## config.mk

```make
export PLATFORM = sky130hd
export DESIGN_NAME = mem_access_unit
export DESIGN_NICKNAME = d
export VERILOG_FILES = /design/src/rtl/mem_access_unit.sv
export SDC_FILE = /design/constraint.sdc
export NUM_CORES = 1
export LEC_CHECK = 0
export BUFFER_PORTS_ARGS = -buffer_cell sky130_fd_sc_hd__clkbuf_2
export CAP_MARGIN = 25
export CORE_ASPECT_RATIO = 0.6
export CORE_UTILIZATION = 45
export CTS_BUF_LIST = sky130_fd_sc_hd__clkbuf_16
export CTS_CLUSTER_DIAMETER = 50
export DETAILED_ROUTE_END_ITERATION = 10
export GPL_TIMING_DRIVEN = 0
export PLACE_DENSITY = 0.79
export SKIP_LAST_GASP = 1
export SLEW_MARGIN = 20
export SYNTH_ARGS = -nofsm -noshare
export SYNTH_HDL_FRONTEND = slang
export SYNTH_SLANG_ARGS = --single-unit
export TNS_END_PERCENT = 5
```

## constraint.sdc

```tcl
create_clock -name clk -period 1.8 [get_ports clk]
set_clock_uncertainty 0.1 [all_clocks]
set_input_delay 0.09 -clock clk [delete_from_list [all_inputs] [get_ports clk]]
set_output_delay 0.09 -clock clk [all_outputs]
set_load 0.005 [all_outputs]
```

## src/rtl/mem_access_unit.sv

```systemverilog
// mem_access_unit: memory-access stage behind the ALU. Runs one handshaked
// word-bus transaction per load/store opcode. It does byte-lane masking,
// alignment checking, a bus timeout, zero-extended load formatting and
// ll link-reservation tracking.
module mem_access_unit #(
  parameter int TIMEOUT = 16
) (
  input  logic        clk,
  input  logic        rst_n,
  input  logic        start,
  input  logic [5:0]  opcode,
  input  logic [31:0] ALU_result,
  input  logic [31:0] rt_content,
  output logic        busy,
  output logic        done,
  output logic [31:0] load_data,
  output logic        addr_error,
  output logic        bus_error,
  output logic        mem_req,
  output logic        mem_we,
  output logic [31:0] mem_addr,
  output logic [3:0]  mem_be,
  output logic [31:0] mem_wdata,
  input  logic        mem_ack,
  input  logic [31:0] mem_rdata,
  output logic        link_valid,
  output logic [29:0] link_addr
);

  localparam int CNT_W = $clog2(TIMEOUT + 1);
  localparam logic [CNT_W-1:0] CNT_MAX = CNT_W'(TIMEOUT);
  localparam logic [CNT_W-1:0] CNT_ONE = CNT_W'(1);

  localparam logic [5:0] OP_SB  = 6'h28;
  localparam logic [5:0] OP_SH  = 6'h29;
  localparam logic [5:0] OP_SW  = 6'h2b;
  localparam logic [5:0] OP_LW  = 6'h23;
  localparam logic [5:0] OP_LBU = 6'h24;
  localparam logic [5:0] OP_LHU = 6'h25;
  localparam logic [5:0] OP_LL  = 6'h30;

  typedef enum logic [1:0] {
    IDLE = 2'd0,
    REQ  = 2'd1,
    DONE = 2'd2
  } state_t;

  state_t           state;
  logic [5:0]       op_q;
  logic [1:0]       off_q;
  logic [CNT_W-1:0] cnt;

  function automatic logic is_mem_op(input logic [5:0] op);
    case (op)
      OP_SB, OP_SH, OP_SW, OP_LW, OP_LBU, OP_LHU, OP_LL: is_mem_op = 1'b1;
      default:                                           is_mem_op = 1'b0;
    endcase
  endfunction

  function automatic logic is_store(input logic [5:0] op);
    is_store = (op == OP_SB) || (op == OP_SH) || (op == OP_SW);
  endfunction

  // Halfword ops need an even offset, word ops a zero offset.
  function automatic logic is_misaligned(input logic [5:0] op, input logic [1:0] a);
    case (op)
      OP_SH, OP_LHU:      is_misaligned = a[0];
      OP_SW, OP_LW, OP_LL: is_misaligned = (a != 2'b00);
      default:            is_misaligned = 1'b0;
    endcase
  endfunction

  function automatic logic [3:0] lane_be(input logic [5:0] op, input logic [1:0] a);
    case (op)
      OP_SB:   lane_be = 4'b0001 << a;
      OP_SH:   lane_be = a[1] ? 4'b1100 : 4'b0011;
      default: lane_be = 4'b1111;
    endcase
  endfunction

  // Store data is replicated across lanes so the enabled lane always carries it.
  function automatic logic [31:0] lane_wdata(input logic [5:0] op, input logic [31:0] rt);
    case (op)
      OP_SB:   lane_wdata = {4{rt[7:0]}};
      OP_SH:   lane_wdata = {2{rt[15:0]}};
      default: lane_wdata = rt;
    endcase
  endfunction

  function automatic logic [31:0] format_load(input logic [5:0] op, input logic [1:0] a,
                                              input logic [31:0] rdata);
    case (op)
      OP_LBU: begin
        case (a)
          2'd0:    format_load = {24'b0, rdata[7:0]};
          2'd1:    format_load = {24'b0, rdata[15:8]};
          2'd2:    format_load = {24'b0, rdata[23:16]};
          default: format_load = {24'b0, rdata[31:24]};
        endcase
      end
      OP_LHU:  format_load = a[1] ? {16'b0, rdata[31:16]} : {16'b0, rdata[15:0]};
      default: format_load = rdata;
    endcase
  endfunction

  // Transaction FSM with all outputs registered; reset aborts any bus request.
  always_ff @(posedge clk) begin
    if (!rst_n) begin
      state      <= IDLE;
      op_q       <= 6'd0;
      off_q      <= 2'd0;
      cnt        <= '0;
      busy       <= 1'b0;
      done       <= 1'b0;
      load_data  <= 32'd0;
      addr_error <= 1'b0;
      bus_error  <= 1'b0;
      mem_req    <= 1'b0;
      mem_we     <= 1'b0;
      mem_addr   <= 32'd0;
      mem_be     <= 4'b0000;
      mem_wdata  <= 32'd0;
      link_valid <= 1'b0;
      link_addr  <= 30'd0;
    end else begin
      done <= 1'b0;
      case (state)
        IDLE: begin
          if (start) begin
            op_q       <= opcode;
            off_q      <= ALU_result[1:0];
            busy       <= 1'b1;
            addr_error <= 1'b0;
            bus_error  <= 1'b0;
            if (is_mem_op(opcode) && !is_misaligned(opcode, ALU_result[1:0])) begin
              mem_req   <= 1'b1;
              mem_we    <= is_store(opcode);
              mem_addr  <= {ALU_result[31:2], 2'b00};
              mem_be    <= lane_be(opcode, ALU_result[1:0]);
              mem_wdata <= lane_wdata(opcode, rt_content);
              cnt       <= CNT_ONE;
              state     <= REQ;
            end else begin
              // Non-memory opcodes finish without error; misaligned ones flag it.
              addr_error <= is_mem_op(opcode);
              done       <= 1'b1;
              state      <= DONE;
            end
          end
        end
        REQ: begin
          if (mem_ack) begin
            // An ack always wins, even in the last allowed cycle.
            mem_req <= 1'b0;
            done    <= 1'b1;
            state   <= DONE;
            if (!mem_we) begin
              load_data <= format_load(op_q, off_q, mem_rdata);
            end
            if (op_q == OP_LL) begin
              link_valid <= 1'b1;
              link_addr  <= mem_addr[31:2];
            end else if (mem_we && (mem_addr[31:2] == link_addr)) begin
              link_valid <= 1'b0;
            end
          end else if (cnt == CNT_MAX) begin
            mem_req   <= 1'b0;
            bus_error <= 1'b1;
            done      <= 1'b1;
            state     <= DONE;
          end else begin
            cnt <= cnt + CNT_ONE;
          end
        end
        DONE: begin
          busy  <= 1'b0;
          state <= IDLE;
        end
        default: begin
          busy  <= 1'b0;
          state <= IDLE;
        end
      endcase
    end
  end

endmodule

```

After elaboration in Yosys (flattened, before gate mapping) --
Index checks and enable logic that the tools add are counted.
Storage, ports and cells: register bits 150, input port bits 106, output and inout port bits 137, logic and storage cells 107
Operators by class: $add $sub $neg 1, equality and inequality tests 21, shift operators 1, multiplexer cells 43, bitwise logic cells 2, reduce and logical (&&, ||, !) cells 23
Operators with widths (number):
- case mux 32 bit (2 select lines) | 2
- equality test 6 bit, second input constant | 10
- equality test 30 bit | 1
- case mux 8 bit (3 select lines) | 1
- 2-to-1 mux 1 bit | 22
- 2-to-1 mux 5 bit | 4
- 2-to-1 mux 16 bit | 1
- AND reduction 3 bit | 4
- inequality test 2 bit, second input constant | 5
- case mux 1 bit (2 select lines) | 5
- case mux 5 bit (2 select lines) | 1
- 2-to-1 mux 2 bit | 4
- case mux 4 bit (2 select lines) | 1
- AND reduction 4 bit | 2
- OR reduction 7 bit | 1
- AND reduction 2 bit | 3
- nonzero test 2 bit | 3
- adder 5 x 1 -> 5 bit, second input constant | 1
- equality test 5 bit, second input constant | 1
- AND reduction 5 bit | 1
- equality test 2 x 1 -> 1 bit, second input constant | 2
- zero test 2 bit | 2
- 2-to-1 mux 4 bit | 1
- case mux 2 bit (2 select lines) | 1
- 9 further kinds | 12

Longest topological paths before layout --
Gate-level depths: netlist (run 1).
word-level depth 11, depth in mapped cells 9, depth with buffers taken out 7

Worst setup path after synthesis (run 1) --
OpenSTA, ideal clock, no wires.
kind in2reg, from input opcode[0], to register mem_addr[11], library setup time 0.114 ns, data arrival time 1.688 ns, required time 1.586 ns, setup slack -0.102 ns, stages 8, path buffers 3, cells stage by stage buf_6 > or4b_4 > a2111oi_4 > o21ai_1 > buf_2 > buf_2 > nand3_1 > nand2_1
On the way: word-level cells in the longest chain between the ends 9, elaborated cells between the ends (all ways) 21, classes of those cells eq/ne (7); mux (8); reduce/logical (6)
RTL lines:
- start: declaration | RTL line 11 | input logic [5:0] opcode,
- equality test 6 bit | RTL line 54, 66
- OR reduction 3 bit or OR reduction 2 bit (tied branches) | RTL line 66 | case (op)
- case mux 1 bit (2 select lines) | RTL line 66
- 2-to-1 mux 1 bit | RTL line 129 | if (start) begin
- 2-to-1 mux 1 bit | RTL line 127 | case (state)
- 2-to-1 mux 1 bit | RTL line 108 | if (!rst_n) begin
- zero test 1 bit | RTL line 135 | if (is_mem_op(opcode) && !is_misaligned(opcode, ALU_result[1:0])) begin
- logical AND 1 bit * | RTL line 135
- AND reduction 3 bit (no source line) *
- end signal: assignment | RTL line 138 | mem_addr <= {ALU_result[31:2], 2'b00};
- end: declaration | RTL line 21 | output logic [31:0] mem_addr,
Mark *: on every way between the ends. The rest lies on a longest branch, timed or not. The select of a mux whose other input is x is not followed. A chain may end at the register's enable or synchronous reset.

Worst setup path in the final report (run 1) --
from register op_q[3], to register load_data[2]
On the way: word-level cells in the longest chain between the ends 2, elaborated cells between the ends (all ways) 3, classes of those cells eq/ne (2); mux (1)
RTL lines:
- start: declaration | RTL line 49 | logic [5:0] op_q;
- start signal: assignment | RTL line 130 | op_q <= opcode;
- equality test 6 bit | RTL line 92 | case (op)
- case mux 32 bit (2 select lines) * | RTL line 92
- end signal: assignment | RTL line 158 | load_data <= format_load(op_q, off_q, mem_rdata);
- end: declaration | RTL line 16 | output logic [31:0] load_data,
Mark *: on every way between the ends. The rest lies on a longest branch, timed or not.

==> results of run 1 <==
==> power by group through the flow <==
stage | Clock, mW | Sequential, mW | Combinational, mW
5_1_grt | 4.04 | 3.41 | 0.874
2_1_floorplan | 0 | 3.47 | 0.297
6_report | 3.86 | 3.40 | 0.821
3_3_place_gp | 0 | 3.47 | 0.579
4_1_cts | 3.87 | 3.40 | 0.773
3_5_place_dp | 0 | 3.47 | 0.586
==> state kept, by name, summed over array words and instances, names as in the netlist <==
name and count:
link_valid 1, mem_we 1, off_q 2, done 1
busy 1, bus_error 1, mem_req 1, mem_addr 30
cnt 5, mem_be 4, state 2, load_data 32
mem_wdata 32, link_addr 30, addr_error 1, op_q 6
==> layer usage <==
layer,GRT usage (%),vias to the layer above,share of wire [%]
li1,-,3566,-
met1,44.5,3514,46
met2,48.1,387,44
met3,7.55,67,7.6
met4,11.4,0,2.4
met5,0,-,0
==> metrics by stage <==
| stage | power, mW | hold WS, ns |
|---|---|---|
| global route | 8.32 | 0.0389 |
| global placement | 4.05 | 0.207 |
| finish | 8.08 | 0.0418 |
| detailed placement | 4.06 | 0.211 |
| floorplan | 3.76 | 0.120 |
| CTS | 8.04 | 0.00992 |
==> layout make-up <==
class	count	area, um2	share of cell area (%)
Timing Repair Buffer	344	2240	22.1
Inverter	5	20.0	0.198
Clock inverter	15	201	1.99
Clock buffer	17	425	4.20
Multi-Input combinational cell	588	3590	35.5
Tap cell	198	248	2.45
Buffer	66	395	3.90
Sequential cell	150	3000	29.7
==> cells in the mapped netlist (all sizes together) (11+ instances only) <==
master / number
nor2: 20
clkbuf: 47
a21boi: 47
a21oi: 16
xor2: 25
buf: 24
mux2i: 16
o211a: 11
nand3: 120
dfxtp: 150
nor2b: 19
nor3: 16
nand2: 170
a21o: 14
o21ai: 18
a22oi: 17
==> logic make-up (layout without fill, tap and decap cells) <==
family                     after synthesis  count (layout)
buffers and inverters                   76             447
AOI/OAI and AO/OA                      154             154
muxes                                   16              16
adders and majority gates                2               2
xor gates and xnor gates                34              34
DFF                                    150             150
other                                    1               2
and+or+nand+nor                        380             380
==> worst max path at each step <==
stage | start | to | slack [ns]
after floorplan | opcode[0] | mem_addr[11] | -0.1
after global placement | state[1] | load_data[18] | -0.59
after detailed placement | state[1] | load_data[16] | -0.63
after CTS | state[1] | link_addr[4] | -0.06
after global routing | op_q[3] | load_data[7] | -0.14
final | op_q[3] | load_data[2] | -0.08
==> repair_timing <==
action / CTS / global route
hold buffers: 99 / 1
setup endpoints to repair: 65 / 118
setup buffers: 4 / 2
gates resized for setup: 40 / 36
hold endpoints to repair: 100 / 1
pin swaps: 2 / 2
==> out/metrics.yaml, run 1 <==
fin_area_mm2: 0.0101
overflow: 0
violations: "setup timing"
antenna_found_initial: 0
crit_fanout: 8
fill_cells: 1133
cts_buffer_depth: 2
clkTransAtPathRegs_ns: 0.07
synth-simple-area-share_pct: 26.1
rows: 34
max_freq_mhz: 532
grt_pass1_vias: 7227
muxShareOfSynthArea_pct: 2.36
critical_path_required_ns: 2.03
synth_edf_count: 0
r2r-end: "load_data[2]"
irDropWorstVdd_v: 0.000652
drive_gt1_share_pct: 28.4
core_area_mm2: 0.0146
syn_area_mm2: 0.00677
die_w_um: 160
cts_buffers: 17
status: "finished, violations left"
synthAdderAreaFrac_pct: 0.369
period_needed_ns: 1.88
ys_types: 48
pwr-share-clk_pct: 47.7
min-delay-start: "rst_n"
yosysWarnings: 0
dr.pass1.iters: 5
cp_cell_sequence: "nor3b_2 -> nand3b_1 -> buf_4 -> a21oi_4 -> o221ai_1 -> a21boi_0"
finalCritPeriodShare_pct: 104
synthXorXnorAreaFrac_pct: 4.40
p_per_area_mw_per_mm2: 798
area_delta_synth_final_pct: 49.5
yosysSeqAreaShare_pct: 44.3
die_area_mm2: 0.0156
cp.depth: 6
post-route-drc-count: 0
max_stage_delay_ns: 0.32
final_core_util_pct: 69.4
swShare_pct: 24.5
rsz0062_at_grt: "yes"
synthCells: 813
pwr-share-seq_pct: 42.1
cp-end-kind: "flop"
yosysTopAreaCell: "dfxtp_1"
path_class: "flop to flop"
clkSinkCount: 150
grt_start_max_net_pins: 17
wl_per_cell_um: 18.3
synthFlopType: "dfxtp_1"
fin_ws_ns: -0.0789
clkLatencyLatePin_ns: 0.41
final_cells: 1383
min_delay_path_depth: 2
layout_common_cells: "clkbuf_2 (243), nand2_1 (170), dfxtp_1 (149)"
crit_arrival_ns: 2.11
internal-power_mw: 6.10
htreeDepth: 4
dpl.cell_count: 1250
min_to: "link_addr[19]"
drtIter0Drc: 690
port_buffers: 238
via_count: 7534
dp_slack_ns: -0.630
cp-start-kind: "flop"
layout_commonest_cell: "clkbuf_2"
initial_core_util_pct: 46.4
cts_root_buf: "clkbuf_16"
die_y_um: 97.0
routed_wirelength_um: 25300
r2r-start: "op_q[3]"
fin_setup_tns_ns: -0.529
leakage_nw: 4.82
tritoncts: "yes"
hold_violations: 0
pwr-share-comb_pct: 10.2
placed_area_mm2: 0.00822
gp_congestion: 0.917
drv_slew: 0
grtUsageTotal_pct: 32.0
relSlewSlack_pct: 51.6
p_switching_mw: 1.98
r2r_cells: 6
cp_top_family: "compound AO/OA/AOI/OAI gates"
yosys-top-cells-area: "dfxtp_1 (44%), nand2_1 (9.4%), nand3_1 (8.9%)"
setup_viol: 16
async_flop_share_pct: 0
diodes: 0
hold_path_class: "input port to flop"
critPathBufInv: 1
ant_nets: 0
synth_top_family_by_area: "simple AND/OR/NAND/NOR gates"
maxCapViolCount: 0
synth_top_area_share_pct: 44.3
synth_compound_area_share_pct: 17.0
yosys_register_bits: 150
crit_slowest_cell: "dfxtp_1"
grt_pass1_wl_um: 39000
dp_hpwl_um: 17300
tightest_slew_ns: 0.726
boundaryPins: 243
synth.avg_cell_area_um2: 8.33
final_nets: 1280
detail_route.vias_per_cell: 5.45
rrSetupSlack_ns: -0.08
Note: power is estimated with default switching activity, not from simulation.
==> run 2, diff against run 1 <==
--- a/config.mk
+++ b/config.mk
@@ -5,7 +5,7 @@
 export SDC_FILE = /design/constraint.sdc
 export NUM_CORES = 1
 export LEC_CHECK = 0
-export BUFFER_PORTS_ARGS = -buffer_cell sky130_fd_sc_hd__clkbuf_2
+export BUFFER_PORTS_ARGS = -buffer_cell sky130_fd_sc_hd__buf_2
 export CAP_MARGIN = 25
 export CORE_ASPECT_RATIO = 0.6
 export CORE_UTILIZATION = 45
==> out/metrics.yaml, run 2 (synthesized netlist as in run 1, its figures left out) <==
min_delay_path_depth: 3  # +1
fin_area_mm2: 0.0101  # -0.51%
port_buffers: 238  # unchanged
placed_area_mm2: 0.00822  # unchanged
hold_violations: 0  # unchanged
cp-start-kind: "flop"
drive_gt1_share_pct: 28.6  # +0.12 points
cts_buffers: 17  # unchanged
r2r_cells: 7  # +1
area_delta_synth_final_pct: 48.8
r2r-end: "load_data[17]"
routed_wirelength_um: 25000  # -1.3%
pwr-share-seq_pct: 41.7  # -0.4 points
overflow: 0  # unchanged
htreeDepth: 4  # unchanged
layout_commonest_cell: "buf_2"
max_freq_mhz: 526  # -1.3%
pwr-share-clk_pct: 48.4  # +0.7 points
cp_top_family: "simple AND/OR/NAND/NOR gates"
leakage_nw: 4.93  # +2.3%
tightest_slew_ns: 0.717  # -0.00869 ns
layout_common_cells: "buf_2 (246), nand2_1 (170), dfxtp_1 (149)"
final_nets: 1282  # +0.16%
max_stage_delay_ns: 0.36  # +0.04 ns
initial_core_util_pct: 46.4  # unchanged
clkTransAtPathRegs_ns: 0.06  # about the same
grtUsageTotal_pct: 31.7  # -0.30 points
period_needed_ns: 1.90  # +0.0239 ns
die_w_um: 160  # unchanged
min_to: "load_data[3]"
final_core_util_pct: 69.0  # -0.35 points
cp-end-kind: "flop"
setup_viol: 16  # unchanged
antenna_found_initial: 0  # unchanged
crit_fanout: 10  # +2
dr.pass1.iters: 7  # +2
power_mw: 8.16  # +1.0%
die_y_um: 97.0  # unchanged
tritoncts: "yes"
via_count: 7599  # +0.86%
die_area_mm2: 0.0156  # unchanged
hold_path_class: "input port to flop"
clkSinkCount: 150  # unchanged
internal-power_mw: 6.24  # +2.3%
ant_nets: 0  # unchanged
grt_pass1_vias: 7140  # -1.2%
hold_ws_ns: 0.0165  # -0.0252 ns
critical_path_required_ns: 2.03  # about the same
rsz0062_at_grt: "yes"
boundaryPins: 243  # unchanged
wl_per_cell_um: 18.0  # -1.4%
finalCritPeriodShare_pct: 106  # +1.3 points
drtIter0Drc: 727  # +5.4%
path_class: "flop to flop"
diodes: 0  # unchanged
reg_top3: "load_data (32), mem_wdata (32)"
drv_slew: 0  # unchanged
min-delay-start: "mem_rdata[3]"
fin_ws_ns: -0.103  # -0.0239 ns
pwr-share-comb_pct: 9.9  # -0.3 points
rows: 34  # unchanged
detail_route.vias_per_cell: 5.49  # +0.72%
dp_hpwl_um: 17300  # about the same
rrSetupSlack_ns: -0.10  # -0.02 ns
cts_buffer_depth: 2  # unchanged
relSlewSlack_pct: 50.9  # -0.66 points
p_switching_mw: 1.92  # -2.9%
core_area_mm2: 0.0146  # unchanged
cts_root_buf: "clkbuf_16"
crit_slowest_cell: "dfxtp_2"
swShare_pct: 23.5  # -0.94 points
post-route-drc-count: 0  # unchanged
gp_congestion: 0.929  # +1.3%
r2r-start: "state[1]"
crit_arrival_ns: 2.14  # +0.03 ns
maxCapViolCount: 0  # unchanged
status: "finished, violations left"
violations: "setup timing"
grt_pass1_wl_um: 38600  # -1.1%
cp_cell_sequence: "nand3b_1 -> buf_4 -> nor2_4 -> and2_4 -> clkbuf_4 -> a22oi_1 -> nor2b_1"
grt_start_max_net_pins: 17  # unchanged
irDropWorstVdd_v: 0.000474  # -27%
clkLatencyLatePin_ns: 0.40  # about the same
p_per_area_mw_per_mm2: 810  # +1.5%
critPathBufInv: 2  # +1
run 2: changes by cell type in the layout (fill, tap and decap cells not counted), sizes merged:
| cell | delta |
|---|---|
| buf | +238 |
| clkbuf | -232 |
| dlygate4sd3 | -4 |
| clkinv | -3 |
| clkinvlp | +2 |
| bufinv | +1 |
run 2: timing repair:
| action | in CTS | in global routing |
|---|---|---|
| hold buffers | 96 | 0 |
| gates resized for setup | 38 | 25 |
| endpoints found under the hold margin | 97 | 0 |
| pin swaps | 1 | 2 |
| setup buffers | 4 | 8 |
| endpoints found under the setup margin | 64 | 117 |
run 2: metal layers:
layer | wire length, um | global-route usage [%] | part of all wire [%]
met4 | 544 | 11.4 | 2.2
met2 | 10900 | 47.8 | 43
met1 | 11100 | 43.2 | 44
met5 | 0 | 0 | 0
met3 | 2460 | 8.53 | 9.8
run 2: cell type report:
type	instances	area (um2)
Timing Repair Buffer	346	2240
Tap cell	198	248
Sequential cell	150	3000
Fill cell	1172	4520
Buffer	66	395
Clock inverter	15	223
Multi-Input combinational cell	588	3510
Clock buffer	17	425
Inverter	5	22.5
run 2: worst max-delay path by stage:
| stage | startpoint | slack, ns | depth (start not counted) | end |
|---|---|---|---|---|
| after global routing | state[1] | -0.12 | 7 | load_data[17] |
| after floorplan | opcode[0] | -0.1 | 8 | mem_addr[11] |
| final | state[1] | -0.10 | 7 | load_data[17] |
| after detailed placement | state[1] | -0.65 | 7 | load_data[16] |
| after CTS | state[1] | -0.04 | 6 | load_data[15] |
| after global placement | state[1] | -0.60 | 7 | load_data[18] |
run 2: power by group through the flow:
stage	registers, mW	clock network [mW]	logic (mW)
finish	3.41	3.95	0.804
global route	3.41	4.15	0.855
CTS	3.40	4.00	0.761
detailed placement	3.47	0	0.584
global placement	3.47	0	0.580
floorplan	3.47	0	0.297
run 2: metrics by stage:
stage | instances | TNS [ns] | setup WS, ns
floorplan | 814 | -4.42 | -0.0994
global placement | 1250 | -39.38 | -0.598
detailed placement | 1250 | -43.55 | -0.648
CTS | 1379 | -0.300 | -0.0438
global route | 1385 | -4.53 | -0.116
finish | 1385 | -0.289 | -0.103
run 2: tightest hold or removal path, delay by kind of cell:
kind	cells	cell delay, ns
compound gates	2	0.31
buf+inv	1	0.08
